File: config.mk
export PLATFORM = sky130hd
export DESIGN_NAME = itof_pipe_flat
export DESIGN_NICKNAME = d
export VERILOG_FILES = /design/src/rtl/fpu_pkg.sv /design/src/rtl/itof_pipe_if.sv /design/src/rtl/lzc32.sv /design/src/rtl/itof_pipe.sv /design/src/flat_wrapper.sv
export SDC_FILE = /design/constraint.sdc
export NUM_CORES = 1
export LEC_CHECK = 0
export CAP_MARGIN = 20
export CORE_MARGIN = 5
export CORE_UTILIZATION = 60
export DETAILED_ROUTE_END_ITERATION = 10
export PLACE_DENSITY = 0.84
export SYNTH_ARGS = -nofsm -noshare
export SYNTH_HDL_FRONTEND = slang
export SYNTH_SLANG_ARGS = --single-unit
File: constraint.sdc
create_clock -name clk -period 6.2 [get_ports clk]
set_clock_uncertainty 0.1 [all_clocks]
set_input_delay 1.24 -clock clk [delete_from_list [all_inputs] [get_ports clk]]
set_output_delay 1.24 -clock clk [all_outputs]
set_load 0.01 [all_outputs]
File: src/rtl/fpu_pkg.sv
// Shared floating-point definitions for the FPU blocks: field widths,
// the packed single-precision layout and a helper that assembles one.
package fpu_pkg;

    localparam int EXP_BIAS = 127;
    localparam int EXP_W    = 8;
    localparam int MAN_W    = 23;
    localparam int INT_W    = 32;

    // IEEE-754 single, MSB first: {sign, exp, man}
    typedef struct packed {
        logic             sign;
        logic [EXP_W-1:0] exp;
        logic [MAN_W-1:0] man;
    } float_t;

    function automatic float_t pack_float(input logic             sign,
                                          input logic [EXP_W-1:0] exp,
                                          input logic [MAN_W-1:0] man);
        float_t f;
        f.sign = sign;
        f.exp  = exp;
        f.man  = man;
        return f;
    endfunction

endpackage

File: src/rtl/itof_pipe_if.sv
// Operand/result handshake bundle for itof_pipe. The slave modport is the
// converter's view; the master modport is the producer/consumer side.
interface itof_pipe_if;

    logic [31:0] src;
    logic        in_valid;
    logic        in_ready;
    logic [31:0] dest;
    logic        inexact;
    logic        out_valid;
    logic        out_ready;

    modport master (
        output src, in_valid, out_ready,
        input  in_ready, dest, inexact, out_valid
    );

    modport slave (
        input  src, in_valid, out_ready,
        output in_ready, dest, inexact, out_valid
    );

endinterface

File: src/rtl/lzc32.sv
// Combinational 32-bit leading-zero counter. The count is meaningless when
// the input is zero; o_all_zero flags that case. Shared with fadd normalize.
module lzc32
    import fpu_pkg::*;
(
    input  logic [INT_W-1:0] i_data,
    output logic [4:0]       o_count,
    output logic             o_all_zero
);

    // Scan upward so the highest set bit is the last one to write the count.
    always_comb begin
        // NOTE: default assignment first, so no path leaves o_count unassigned and a latch is never inferred.
        o_count = '0;
        for (int i = 0; i < INT_W; i++) begin
            if (i_data[i]) begin
                o_count = 5'(INT_W - 1 - i);
            end
        end
    end

    assign o_all_zero = ~|i_data;

endmodule

File: src/rtl/itof_pipe.sv
// Three-stage signed int32 -> IEEE-754 single converter, round-to-nearest-even.
// S1 splits sign/magnitude, S2 normalizes, S3 rounds and packs. All stages
// advance together whenever the output register is empty or being drained.
module itof_pipe
    import fpu_pkg::*;
(
    input  logic        clk,
    input  logic        rst,
    itof_pipe_if.slave  bus
);

    // Stage valid bits
    logic r_s1_valid, r_s2_valid, r_s3_valid;

    // S1: sign / magnitude
    logic             r_s1_sign;
    logic [INT_W-1:0] r_s1_mag;

    // S2: normalized magnitude and pre-round exponent
    logic             r_s2_sign;
    logic             r_s2_zero;
    logic [INT_W-1:0] r_s2_norm;
    logic [EXP_W-1:0] r_s2_exp;

    // S3: packed result
    float_t r_dest;
    logic   r_inexact;

    logic             w_adv;
    logic [4:0]       w_lz;
    logic             w_all_zero;
    logic [INT_W-1:0] w_norm;
    logic [23:0]      w_man24;
    logic             w_guard;
    logic             w_sticky;
    logic             w_round_up;
    logic [24:0]      w_sum;
    logic [EXP_W-1:0] w_exp_rnd;
    logic [MAN_W-1:0] w_man_rnd;

    // A full output register that is not being taken freezes the whole pipe.
    assign w_adv        = !r_s3_valid || bus.out_ready;
    assign bus.in_ready = w_adv || rst;

    // Valid chain: cleared by reset, shifted as one on every advance.
    always_ff @(posedge clk) begin
        // NOTE: sequential state uses non-blocking assignments so every stage samples the previous stage's pre-edge value.
        if (rst) begin
            r_s1_valid <= 1'b0;
            r_s2_valid <= 1'b0;
            r_s3_valid <= 1'b0;
        end else if (w_adv) begin
            r_s1_valid <= bus.in_valid;
            r_s2_valid <= r_s1_valid;
            r_s3_valid <= r_s2_valid;
        end
    end

    // S1 data: sign and two's-complement magnitude (-2^31 maps to 0x8000_0000).
    always_ff @(posedge clk) begin
        // NOTE: datapath registers are not reset; the valid bits decide whether their contents mean anything.
        if (w_adv) begin
            r_s1_sign <= bus.src[31];
            r_s1_mag  <= bus.src[31] ? (~bus.src + 32'd1) : bus.src;
        end
    end

    lzc32 u_lzc (
        .i_data     (r_s1_mag),
        .o_count    (w_lz),
        .o_all_zero (w_all_zero)
    );

    assign w_norm = r_s1_mag << w_lz;

    // S2 data: shift the leading one to bit 31; exponent is 127+31-lz.
    // The magnitude is zero exactly when the source operand was zero.
    always_ff @(posedge clk) begin
        if (w_adv) begin
            r_s2_sign <= r_s1_sign;
            r_s2_zero <= w_all_zero;
            r_s2_norm <= w_norm;
            r_s2_exp  <= 8'(EXP_BIAS + INT_W - 1) - {3'b000, w_lz};
        end
    end

    // Round-to-nearest-even on the 24-bit significand; a carry out of the
    // increment renormalizes by one place and bumps the exponent.
    assign w_man24    = r_s2_norm[31:8];
    assign w_guard    = r_s2_norm[7];
    assign w_sticky   = |r_s2_norm[6:0];
    assign w_round_up = w_guard && (w_sticky || w_man24[0]);
    assign w_sum      = {1'b0, w_man24} + {24'd0, w_round_up};
    assign w_exp_rnd  = w_sum[24] ? r_s2_exp + 8'd1 : r_s2_exp;
    assign w_man_rnd  = w_sum[24] ? w_sum[23:1]    : w_sum[22:0];

    // S3 output register: zero and bubbles present +0.0 with inexact clear.
    always_ff @(posedge clk) begin
        if (rst) begin
            r_dest    <= '0;
            r_inexact <= 1'b0;
        end else if (w_adv) begin
            if (r_s2_valid && !r_s2_zero) begin
                r_dest    <= pack_float(r_s2_sign, w_exp_rnd, w_man_rnd);
                r_inexact <= w_guard || w_sticky;
            end else begin
                r_dest    <= '0;
                r_inexact <= 1'b0;
            end
        end
    end

    assign bus.dest      = r_dest;
    assign bus.inexact   = r_inexact;
    assign bus.out_valid = r_s3_valid;

endmodule

File: src/flat_wrapper.sv
// flat-port wrapper written by rule: the top's interface ports become plain ports
module itof_pipe_flat import fpu_pkg::*;
  (clk, rst, bus_src, bus_in_valid, bus_out_ready, bus_in_ready, bus_dest, bus_inexact, bus_out_valid);
  itof_pipe_if bus_i ();
  input  logic clk;
  input  logic rst;
  input wire logic [$bits(bus_i.src)-1:0] bus_src;
  input wire logic [$bits(bus_i.in_valid)-1:0] bus_in_valid;
  input wire logic [$bits(bus_i.out_ready)-1:0] bus_out_ready;
  output wire logic [$bits(bus_i.in_ready)-1:0] bus_in_ready;
  output wire logic [$bits(bus_i.dest)-1:0] bus_dest;
  output wire logic [$bits(bus_i.inexact)-1:0] bus_inexact;
  output wire logic [$bits(bus_i.out_valid)-1:0] bus_out_valid;
  assign bus_i.src = bus_src;
  assign bus_i.in_valid = bus_in_valid;
  assign bus_i.out_ready = bus_out_ready;
  assign bus_in_ready = bus_i.in_ready;
  assign bus_dest = bus_i.dest;
  assign bus_inexact = bus_i.inexact;
  assign bus_out_valid = bus_i.out_valid;
  itof_pipe u_core (.clk(clk), .rst(rst), .bus(bus_i));
endmodule
==> flow_summary.json, run 1 <==
{
  "syn_avg_cell_area_um2": 9.62,
  "gp_congestion": 0.942,
  "cts_buffer_depth": 2,
  "wirelength_um": 17100,
  "yosysSeqAreaShare_pct": 43.4,
  "drive_gt1_share_pct": 7.64,
  "powerDensity_mw_per_mm2": 276,
  "power_leakage_nw": 2.85,
  "period_share_pct": 70.0,
  "hold_viol": 0,
  "timing.slew.headroom_pct": 38.4,
  "syn-instance-count": 712,
  "dp_hpwl_um": 13000,
  "clock_sinks": 111,
  "detail_route.wl_per_cell_um": 18.7,
  "clkLatencyLatePin_ns": 0.35,
  "vias_per_cell": 6.22,
  "grt_max_degree": 78,
  "synth_edf_count": 75,
  "worst-r2r-setup-slack_ns": 2.09,
  "antenna_cells": 0,
  "final_cell_mix": "87 x nand2_1, 75 x edfxtp_1, 70 x clkdlybuf4s50_1, 61 x nor2_1, 51 x o21ai_0",
  "cts-htree-levels": 3,
  "met3_length_um": 912,
  "finish.net_count": 808,
  "holdPathEnd": "u_core.r_s2_sign",
  "cp_data_arrival_time_ns": 3.00,
  "start_kind": "input port",
  "setup_tns_ns": 0,
  "cp-end-kind": "primary output",
  "dr.first_iter.drc_count": 521,
  "first_pass_iters": 5,
  "cts_setup_buffers": 0,
  "peakVddDrop_mv": 0.214,
  "final_antenna_net_count": 0,
  "syn2layout_area_growth_pct": 15.8,
  "synth_nets": 753,
  "die_y_um": 117,
  "ys.flop_type": "edfxtp_1",
  "min_delay_path_depth": 0,
  "syn_area_mm2": 0.00685,
  "initial_core_util_pct": 60.5,
  "coreArea_mm2": 0.0113,
  "numCtsBuffers": 9,
  "synthArstFlopShare_pct": 0,
  "clock-root-buffer": "clkbuf_16",
  "portBuffers": 70,
  "yosysWarnings": 0,
  "maxCapViolCount": 0,
  "hold_class": "register to register",
  "status": "complete, no violations",
  "rr_worst_depth": 9,
  "placementRows": 39,
  "drcViolationCount": 0,
  "dpl_cell_area_mm2": 0.00764,
  "grt_pass1_wl_um": 28000,
  "wl_met1_um": 6870,
  "min_period_ns": 4.34,
  "worst_slew_pin_slew_ns": 0.921,
  "final_core_util_pct": 70.1,
  "cts.clk_slew.worst_paths_ns": 0.07,
  "grt_pass1_vias": 5658,
  "instances_no_fill": 915,
  "timing.rr.end": "u_core.r_s2_norm[29]",
  "antenna_found_initial": 0,
  "die_area_mm2": 0.0137,
  "placedCellCount": 899,
  "synth.distinct_cells": 74,
  "postCtsHoldBufs": 0,
  "setup_violations": 0,
  "cts_resized": 0,
  "ios": 71,
  "slew_viol_final": 0,
  "grt_setup_unrepaired": "no",
  "crit_type": "input port to primary output",
  "clock.fmax_mhz": 230,
  "path_max_fanout": 34,
  "die_x_um": 117,
  "wl_met2_um": 8500,
  "required_ns": 4.86,
  "top_layer": "met4",
  "design_area_mm2": 0.00793,
  "worstHoldStart": "u_core.r_s1_sign",
  "final_common_cell": "nand2_1",
  "cts_tree": "yes",
  "timing.rr.start": "u_core.r_s1_mag[16]",
  "ys_seq_elements": 111,
  "overflow": 0,
  "grt_usage_pct": 26.5,
  "vias": 5695
}
## cells by family (layout without fill, tap and decap cells)
family	Yosys count	count (layout)	share of synthesized area [%]
compound gates	169	169	16.9
mux	59	59	9.92
xor+xnor	57	57	7.29
buf+inv	54	114	3.41
simple gates	257	257	18.2
flops	111	111	43.4
fa+ha+maj	5	5	0.913
## cell usage after synthesis (12+ instances only)
library cell  number  area [um^2]
mux2i_1           38          380
nor4_1            12         75.1
xor2_1            14          123
dfxtp_1           36          721
nor2_1            62          233
xnor2_1           43          377
nand3_1           24          120
nor3_1            21          105
mux2_2            12          135
nand2_1           87          327
clkbuf_1          23         86.3
o21ai_0           51          255
inv_1             18         67.6
edfxtp_1          75         2250
a21oi_1           27          135
## layout make-up
class | count | area, um^2
clock buffers | 13 | 272
inverters | 20 | 75.1
fillers | 856 | 3390
flip-flops and latches | 111 | 2970
repair buffers | 78 | 761
well taps | 143 | 179
clock inverters | 3 | 21.3
multi-input cells | 547 | 3650
## registers in the layout (all words and copies together) (netlist names)
name                  count
u_core.r_s2_norm         32
u_core.r_s2_exp           8
u_core.bus.dest          32
u_core.r_s2_sign          1
u_core.r_s1_sign          1
u_core.r_s2_valid         1
u_core.bus.inexact        1
u_core.r_s1_mag          32
u_core.bus.out_valid      1
u_core.r_s2_zero          1
u_core.r_s1_valid         1
## layer usage
metal | GRT usage (%) | vias up
met3 | 4.88 | 43
li1 | - | 2778
met2 | 47.0 | 200
met5 | 0 | -
met4 | 13.3 | 0
met1 | 30.5 | 2674
## metrics by stage
stage / power, mW / setup slack [ns] / hold WS, ns
4_1_cts: 2.19 / 1.88 / 0.321
3_5_place_dp: 1.62 / 1.75 / 0.305
3_3_place_gp: 1.61 / 1.82 / 0.303
5_1_grt: 2.30 / 1.76 / 0.330
2_1_floorplan: 1.43 / 1.30 / 0.300
6_report: 2.19 / 1.86 / 0.322
## how the worst max path moves through the flow
| stage | startpoint | to |
|---|---|---|
| floorplan | bus_out_ready | bus_in_ready |
| global placement | bus_src[3] | u_core.r_s1_mag[29] |
| detailed placement | bus_src[3] | u_core.r_s1_mag[29] |
| CTS | bus_out_ready | bus_in_ready |
| global route | bus_out_ready | bus_in_ready |
| finish | bus_out_ready | bus_in_ready |
## power by group
part | total (mW) | internal (mW) | leakage, nW | switching (mW)
combinational | 0.594 | 0.256 | 1.62 | 0.338
sequential | 1.02 | 0.922 | 1.08 | 0.100
clock | 0.576 | 0.311 | 0.146 | 0.265
## worst max-delay path: stages
cell,delay (ns)
clkdlybuf4s50_1,0.40
nor2b_1,0.31
inv_2,0.08
nor2_2,0.09
buf_4,0.32
inv_1,0.07
clkdlybuf4s50_1,0.48
Note: power is estimated with default switching activity, not from simulation.
==> inputs of run 2 (changes only) <==
--- a/config.mk
+++ b/config.mk
@@ -7,9 +7,9 @@
 export LEC_CHECK = 0
 export CAP_MARGIN = 20
 export CORE_MARGIN = 5
-export CORE_UTILIZATION = 60
+export CORE_UTILIZATION = 52
 export DETAILED_ROUTE_END_ITERATION = 10
-export PLACE_DENSITY = 0.84
+export PLACE_DENSITY = 0.77
 export SYNTH_ARGS = -nofsm -noshare
 export SYNTH_HDL_FRONTEND = slang
 export SYNTH_SLANG_ARGS = --single-unit
==> constraint.sdc (replaced) <==
create_clock -name clk -period 3.5 [get_ports clk]
set_clock_uncertainty 0.1 [all_clocks]
set_input_delay 0.7 -clock clk [delete_from_list [all_inputs] [get_ports clk]]
set_output_delay 0.7 -clock clk [all_outputs]
set_load 0.01 [all_outputs]
==> run 2 against run 1 <==
Compared with the run above: first-iteration DRC count shrank 20%; setup slack lost 1.7 ns; critical path depth grew 1; flip-flop and latch count is the same; core utilization shrank 4.2 points; die area grew 14%; routed wire length grew 4.9%; final cell count grew 12%; register-to-register slack lost 2.0 ns; count of clock-buffer cells in the layout shrank 1; non-clock buffer count grew 73; critical endpoint is now u_core.r_s1_mag[29]; highest routed layer unchanged.
==> flow_summary.json, run 2 (synthesized netlist as in run 1, its figures left out) <==
{
  "gp_congestion": 0.929,
  "slowest_stage": "or4_1",
  "cts_tree": "yes",
  "wirelength_um": 17900,
  "antenna_found_initial": 0,
  "overflow": 0,
  "worst_slew_pin_slew_ns": 1.04,
  "path_max_fanout": 3,
  "cts-htree-levels": 3,
  "die_y_um": 125,
  "syn2layout_area_growth_pct": 25.7,
  "grt_setup_unrepaired": "no",
  "maxCapViolCount": 0,
  "drcViolationCount": 0,
  "placementRows": 42,
  "hold_viol": 0,
  "clock.fmax_mhz": 296,
  "cts_buffer_depth": 2,
  "final_core_util_pct": 65.8,
  "p_total_mw": 4.05,
  "ios": 71,
  "first_pass_iters": 5,
  "min_period_ns": 3.38,
  "period_share_pct": 96.5,
  "vias": 6014,
  "antenna_cells": 0,
  "drive_gt1_share_pct": 16.4,
  "final_antenna_net_count": 0,
  "dr.first_iter.drc_count": 416,
  "hold_class": "register to register",
  "setup_violations": 0,
  "multiInputGateArea_mm2": 0.00370,
  "required_ns": 3.50,
  "grt_usage_pct": 22.6,
  "final_common_cell": "nand2_1",
  "clock_sinks": 111,
  "start_kind": "input port",
  "die_x_um": 125,
  "fillers": 1079,
  "peakVddDrop_mv": 0.232,
  "power_leakage_nw": 3.22,
  "crit_type": "input port to register",
  "powerDensity_mw_per_mm2": 470,
  "final_cell_mix": "87 x nand2_1, 78 x buf_4, 75 x edfxtp_1, 70 x clkdlybuf4s50_1, 61 x nor2_1",
  "postCtsHoldBufs": 0,
  "coreArea_mm2": 0.0131,
  "critPathMaxStageDelay_ns": 0.57,
  "grt_pass1_wl_um": 29000,
  "portBuffers": 70,
  "cp-end-kind": "register",
  "cp_data_arrival_time_ns": 3.37,
  "ff_latch_area_mm2": 0.00297,
  "detail_route.wl_per_cell_um": 17.5,
  "slew_viol_final": 0,
  "clkLatencyLatePin_ns": 0.34,
  "clock-root-buffer": "clkbuf_16",
  "initial_core_util_pct": 52.4,
  "die_area_mm2": 0.0156,
  "vias_per_cell": 5.89,
  "grt_pass1_vias": 6007,
  "cts.clk_slew.worst_paths_ns": 0.07,
  "finish.net_count": 881,
  "grt_max_degree": 78,
  "cpMostUsedCell": "or4_1",
  "cp_cell_sequence": "clkdlybuf4s50_1 -> or4_1 -> or3_1 -> or4_1 -> or3_4 -> nand2b_4 -> o31ai_2 -> xnor2_1",
  "numCtsBuffers": 9,
  "status": "complete, no violations",
  "dp_hpwl_um": 14100,
  "timing.slew.headroom_pct": 30.6
}
[run 2: cell types whose count changed in the layout (fill, tap and decap cells not counted), moves of 2 or more]
cell	before	now
inv_4	2	0
o21ai_0	51	49
buf_4	8	78
clkinv_4	0	2
buf_12	0	3
[run 2: critical path, delay by kind of cell]
kind	cells	cell delay, ns
AO/OA/AOI/OAI	1	0.21
AND/OR/NAND/NOR	5	1.94
XOR/XNOR	1	0.10
buffers and inverters	1	0.43
[run 2: stage by stage]
step / instances / hold WS (ns) / area (um^2) / setup WS [ns] / TNS, ns
after floorplan: 712 / 0.300 / 6870 / 0.0449 / 0
after global placement: 1005 / 0.307 / 8280 / -0.200 / -0.887
after detailed placement: 1005 / 0.319 / 8280 / -0.324 / -1.93
after CTS: 1021 / 0.337 / 8570 / 0.0337 / 0
after global routing: 1021 / 0.357 / 8610 / 0.0198 / 0
final: 1021 / 0.337 / 8610 / 0.123 / 0
[run 2: path summary, 6_finish.rpt]
check                                          from                   end  slack (ns)  cells past startpoint
worst min register to register     u_core.r_s1_sign      u_core.r_s2_sign        0.34                      0
worst max register to register  u_core.r_s1_mag[30]  u_core.r_s2_norm[29]        0.13                      9
worst max-delay path                    bus_src[13]   u_core.r_s1_mag[29]        0.12                      8
worst min-delay path               u_core.r_s1_sign      u_core.r_s2_sign        0.34                      0
[run 2: repair_timing]
item / 4_1_cts / 5_1_grt
endpoints found under the setup margin: 0 / 8
gates resized for setup: 0 / 9
buffers inserted: 0 / 0
[run 2: cell type report]
class	instances	share of cell area [%]
sequential	111	34.5
clock buffer	12	2.99
clock inverter	4	0.436
multi-input combinational	547	43.0
tap	176	2.56
timing repair buffer	151	15.6
inverter	20	0.915
[run 2: power breakdown]
part           switching, mW  total [mW]  internal [mW]
sequential             0.157        1.79           1.63
clock                  0.475        1.01          0.538
combinational          0.659        1.25          0.588
[run 2: layer usage]
metal	part of all wire (%)	global-route usage, %
met1	39	25.6
met2	52	41.4
met5	0	0
met3	4.6	3.09
met4	4.2	11.5
==> inputs of run 3 (changes only) <==
--- a/config.mk
+++ b/config.mk
@@ -9,6 +9,7 @@
 export CORE_MARGIN = 5
 export CORE_UTILIZATION = 52
 export DETAILED_ROUTE_END_ITERATION = 10
+export GPL_ROUTABILITY_DRIVEN = 0
 export PLACE_DENSITY = 0.77
 export SYNTH_ARGS = -nofsm -noshare
 export SYNTH_HDL_FRONTEND = slang
==> run 3 against run 2 <==
Compared with the run above: clock power grew 7%; die area is the same; core utilization shrank 0.71 points; sequential share of layout area grew 0.37 points.
==> flow_summary.json, run 3 (synthesized netlist as in run 1, its figures left out) <==
{
  "status": "complete, no violations",
  "power_leakage_nw": 3.14,
  "grt_setup_unrepaired": "yes",
  "period_share_pct": 97.3,
  "p_seq_share_pct": 44.1,
  "die_x_um": 125,
  "cp-end-kind": "register",
  "clock-root-buffer": "clkbuf_16",
  "timing.rr.end": "u_core.r_s2_norm[20]",
  "fillers": 1053,
  "final_core_util_pct": 65.1,
  "peakVddDrop_mv": 0.299,
  "grt_pass1_wl_um": 27900,
  "min_period_ns": 3.40,
  "min_delay_path_depth": 0,
  "portBuffers": 70,
  "setup_tns_ns": 0,
  "grt_usage_pct": 21.5,
  "antenna_found_initial": 0,
  "dp_hpwl_um": 13000,
  "grt_pass1_vias": 5889,
  "slowest_stage": "or4_1",
  "placementRows": 42,
  "first_pass_iters": 5,
  "ios": 71,
  "hold_viol": 0,
  "finish.net_count": 864,
  "drcViolationCount": 0,
  "cts_tree": "yes",
  "powerDensity_mw_per_mm2": 477,
  "slew_viol_final": 0,
  "start_kind": "register",
  "syn2layout_area_growth_pct": 24.4,
  "cp_cell_sequence": "or4_1 -> a311oi_1 -> o21ai_1 -> nand3_2 -> buf_12 -> mux4_2 -> a211oi_1 -> a31oi_1",
  "cts_buffer_depth": 2,
  "dr.first_iter.drc_count": 441,
  "holdPathEnd": "u_core.r_s2_sign",
  "setup_violations": 0,
  "worst_slew_pin_slew_ns": 1.02,
  "timing.slew.headroom_pct": 31.8,
  "cts-htree-levels": 3,
  "worstHoldStart": "u_core.r_s1_sign",
  "vias": 6105,
  "detail_route.wl_per_cell_um": 17.1,
  "comb_power_share_pct": 29.4,
  "clock_power_share_pct": 26.5,
  "drive_gt1_share_pct": 14.7,
  "required_ns": 3.47,
  "cts.clk_slew.worst_paths_ns": 0.07,
  "rr_worst_depth": 8,
  "postCtsHoldBufs": 0,
  "worst-r2r-setup-slack_ns": 0.1,
  "swShare_pct": 31.5,
  "timing.rr.start": "u_core.r_s1_mag[17]",
  "die_y_um": 125,
  "cp_data_arrival_time_ns": 3.37,
  "clock.fmax_mhz": 294,
  "coreArea_mm2": 0.0131,
  "hold_class": "register to register",
  "initial_core_util_pct": 52.4,
  "final_cell_mix": "87 x nand2_1, 75 x edfxtp_1, 70 x clkdlybuf4s50_1, 61 x nor2_1, 60 x buf_4",
  "final_antenna_net_count": 0,
  "switching_power_mw": 1.28,
  "critPathMaxStageDelay_ns": 0.61,
  "antenna_cells": 0,
  "crit_type": "register to register",
  "final_common_cell": "nand2_1",
  "placedCellCount": 984,
  "internal_power_mw": 2.78,
  "overflow": 0,
  "numCtsBuffers": 9,
  "maxCapViolCount": 0,
  "clkLatencyLatePin_ns": 0.35,
  "wirelength_um": 17200,
  "grt_max_degree": 78,
  "die_area_mm2": 0.0156,
  "path_max_fanout": 19,
  "instances_no_fill": 1004,
  "vias_per_cell": 6.08,
  "clock_sinks": 111
}
-- run 3: cell types whose count changed in the layout (fill, tap and decap cells not counted), sizes merged --
| cell | previous run | this run |
|---|---|---|
| clkinv | 3 | 1 |
| bufinv | 0 | 1 |
| buf | 81 | 63 |
| inv | 20 | 21 |
| a21oi | 28 | 29 |
-- run 3: worst max-delay path by stage --
stage                   startpoint              endpoint  slack, ns
2_1_floorplan        bus_out_ready          bus_in_ready       0.04
3_3_place_gp            bus_src[9]   u_core.r_s1_mag[29]      -0.19
3_5_place_dp            bus_src[9]   u_core.r_s1_mag[26]      -0.29
4_1_cts                 bus_src[9]   u_core.r_s1_mag[26]       0.08
5_1_grt                 bus_src[9]   u_core.r_s1_mag[30]      -0.07
6_report       u_core.r_s1_mag[17]  u_core.r_s2_norm[20]        0.1
-- run 3: what timing repair did --
item / in CTS / in global routing
resized for setup: 0 / 10
buffers inserted: 0 / 3
setup endpoints to repair: 0 / 12
-- run 3: metal layers --
| metal | global-route usage, % | wire [um] | share of wire (%) | vias up |
|---|---|---|---|---|
| met2 | 36.7 | 8340 | 48 | 320 |
| met4 | 14.2 | 1070 | 6.2 | 0 |
| met3 | 3.69 | 1090 | 6.3 | 83 |
| met5 | 0 | 0 | 0 | - |
| li1 | - | - | - | 2913 |
| met1 | 24.7 | 6710 | 39 | 2789 |
-- run 3: worst max-delay path, delay by kind of cell, from the launching register on --
kind                   cells  cell delay (ns)
and+or+nand+nor            2             0.80
buffers and inverters      1             0.19
AOI/OAI and AO/OA          4             0.99
muxes                      1             0.54
DFF                        1             0.50
-- run 3: power groups by stage --
stage / clock network (mW) / logic (mW) / registers (mW)
6_report: 1.08 / 1.19 / 1.79
5_1_grt: 1.15 / 1.28 / 1.82
3_5_place_dp: 0 / 1.14 / 1.81
4_1_cts: 1.09 / 1.15 / 1.79
3_3_place_gp: 0 / 1.12 / 1.80
2_1_floorplan: 0 / 0.752 / 1.78
-- run 3: through the flow --
stage | total power, mW | setup WS, ns | hold slack, ns | instance area, um^2
2_1_floorplan | 2.54 | 0.0449 | 0.300 | 6870
3_3_place_gp | 2.92 | -0.191 | 0.308 | 8120
3_5_place_dp | 2.96 | -0.287 | 0.322 | 8120
4_1_cts | 4.03 | 0.0767 | 0.339 | 8440
5_1_grt | 4.25 | -0.0665 | 0.368 | 8520
6_report | 4.06 | 0.0953 | 0.337 | 8520
-- run 3: layout make-up --
type | instances | area (um^2) | share of cell area [%]
Clock inverter | 4 | 56.3 | 0.661
Multi-Input combinational cell | 548 | 3720 | 43.7
Timing Repair Buffer | 133 | 1210 | 14.2
Inverter | 20 | 78.8 | 0.925
Sequential cell | 111 | 2970 | 34.9
Clock buffer | 12 | 258 | 3.02
Tap cell | 176 | 220 | 2.58
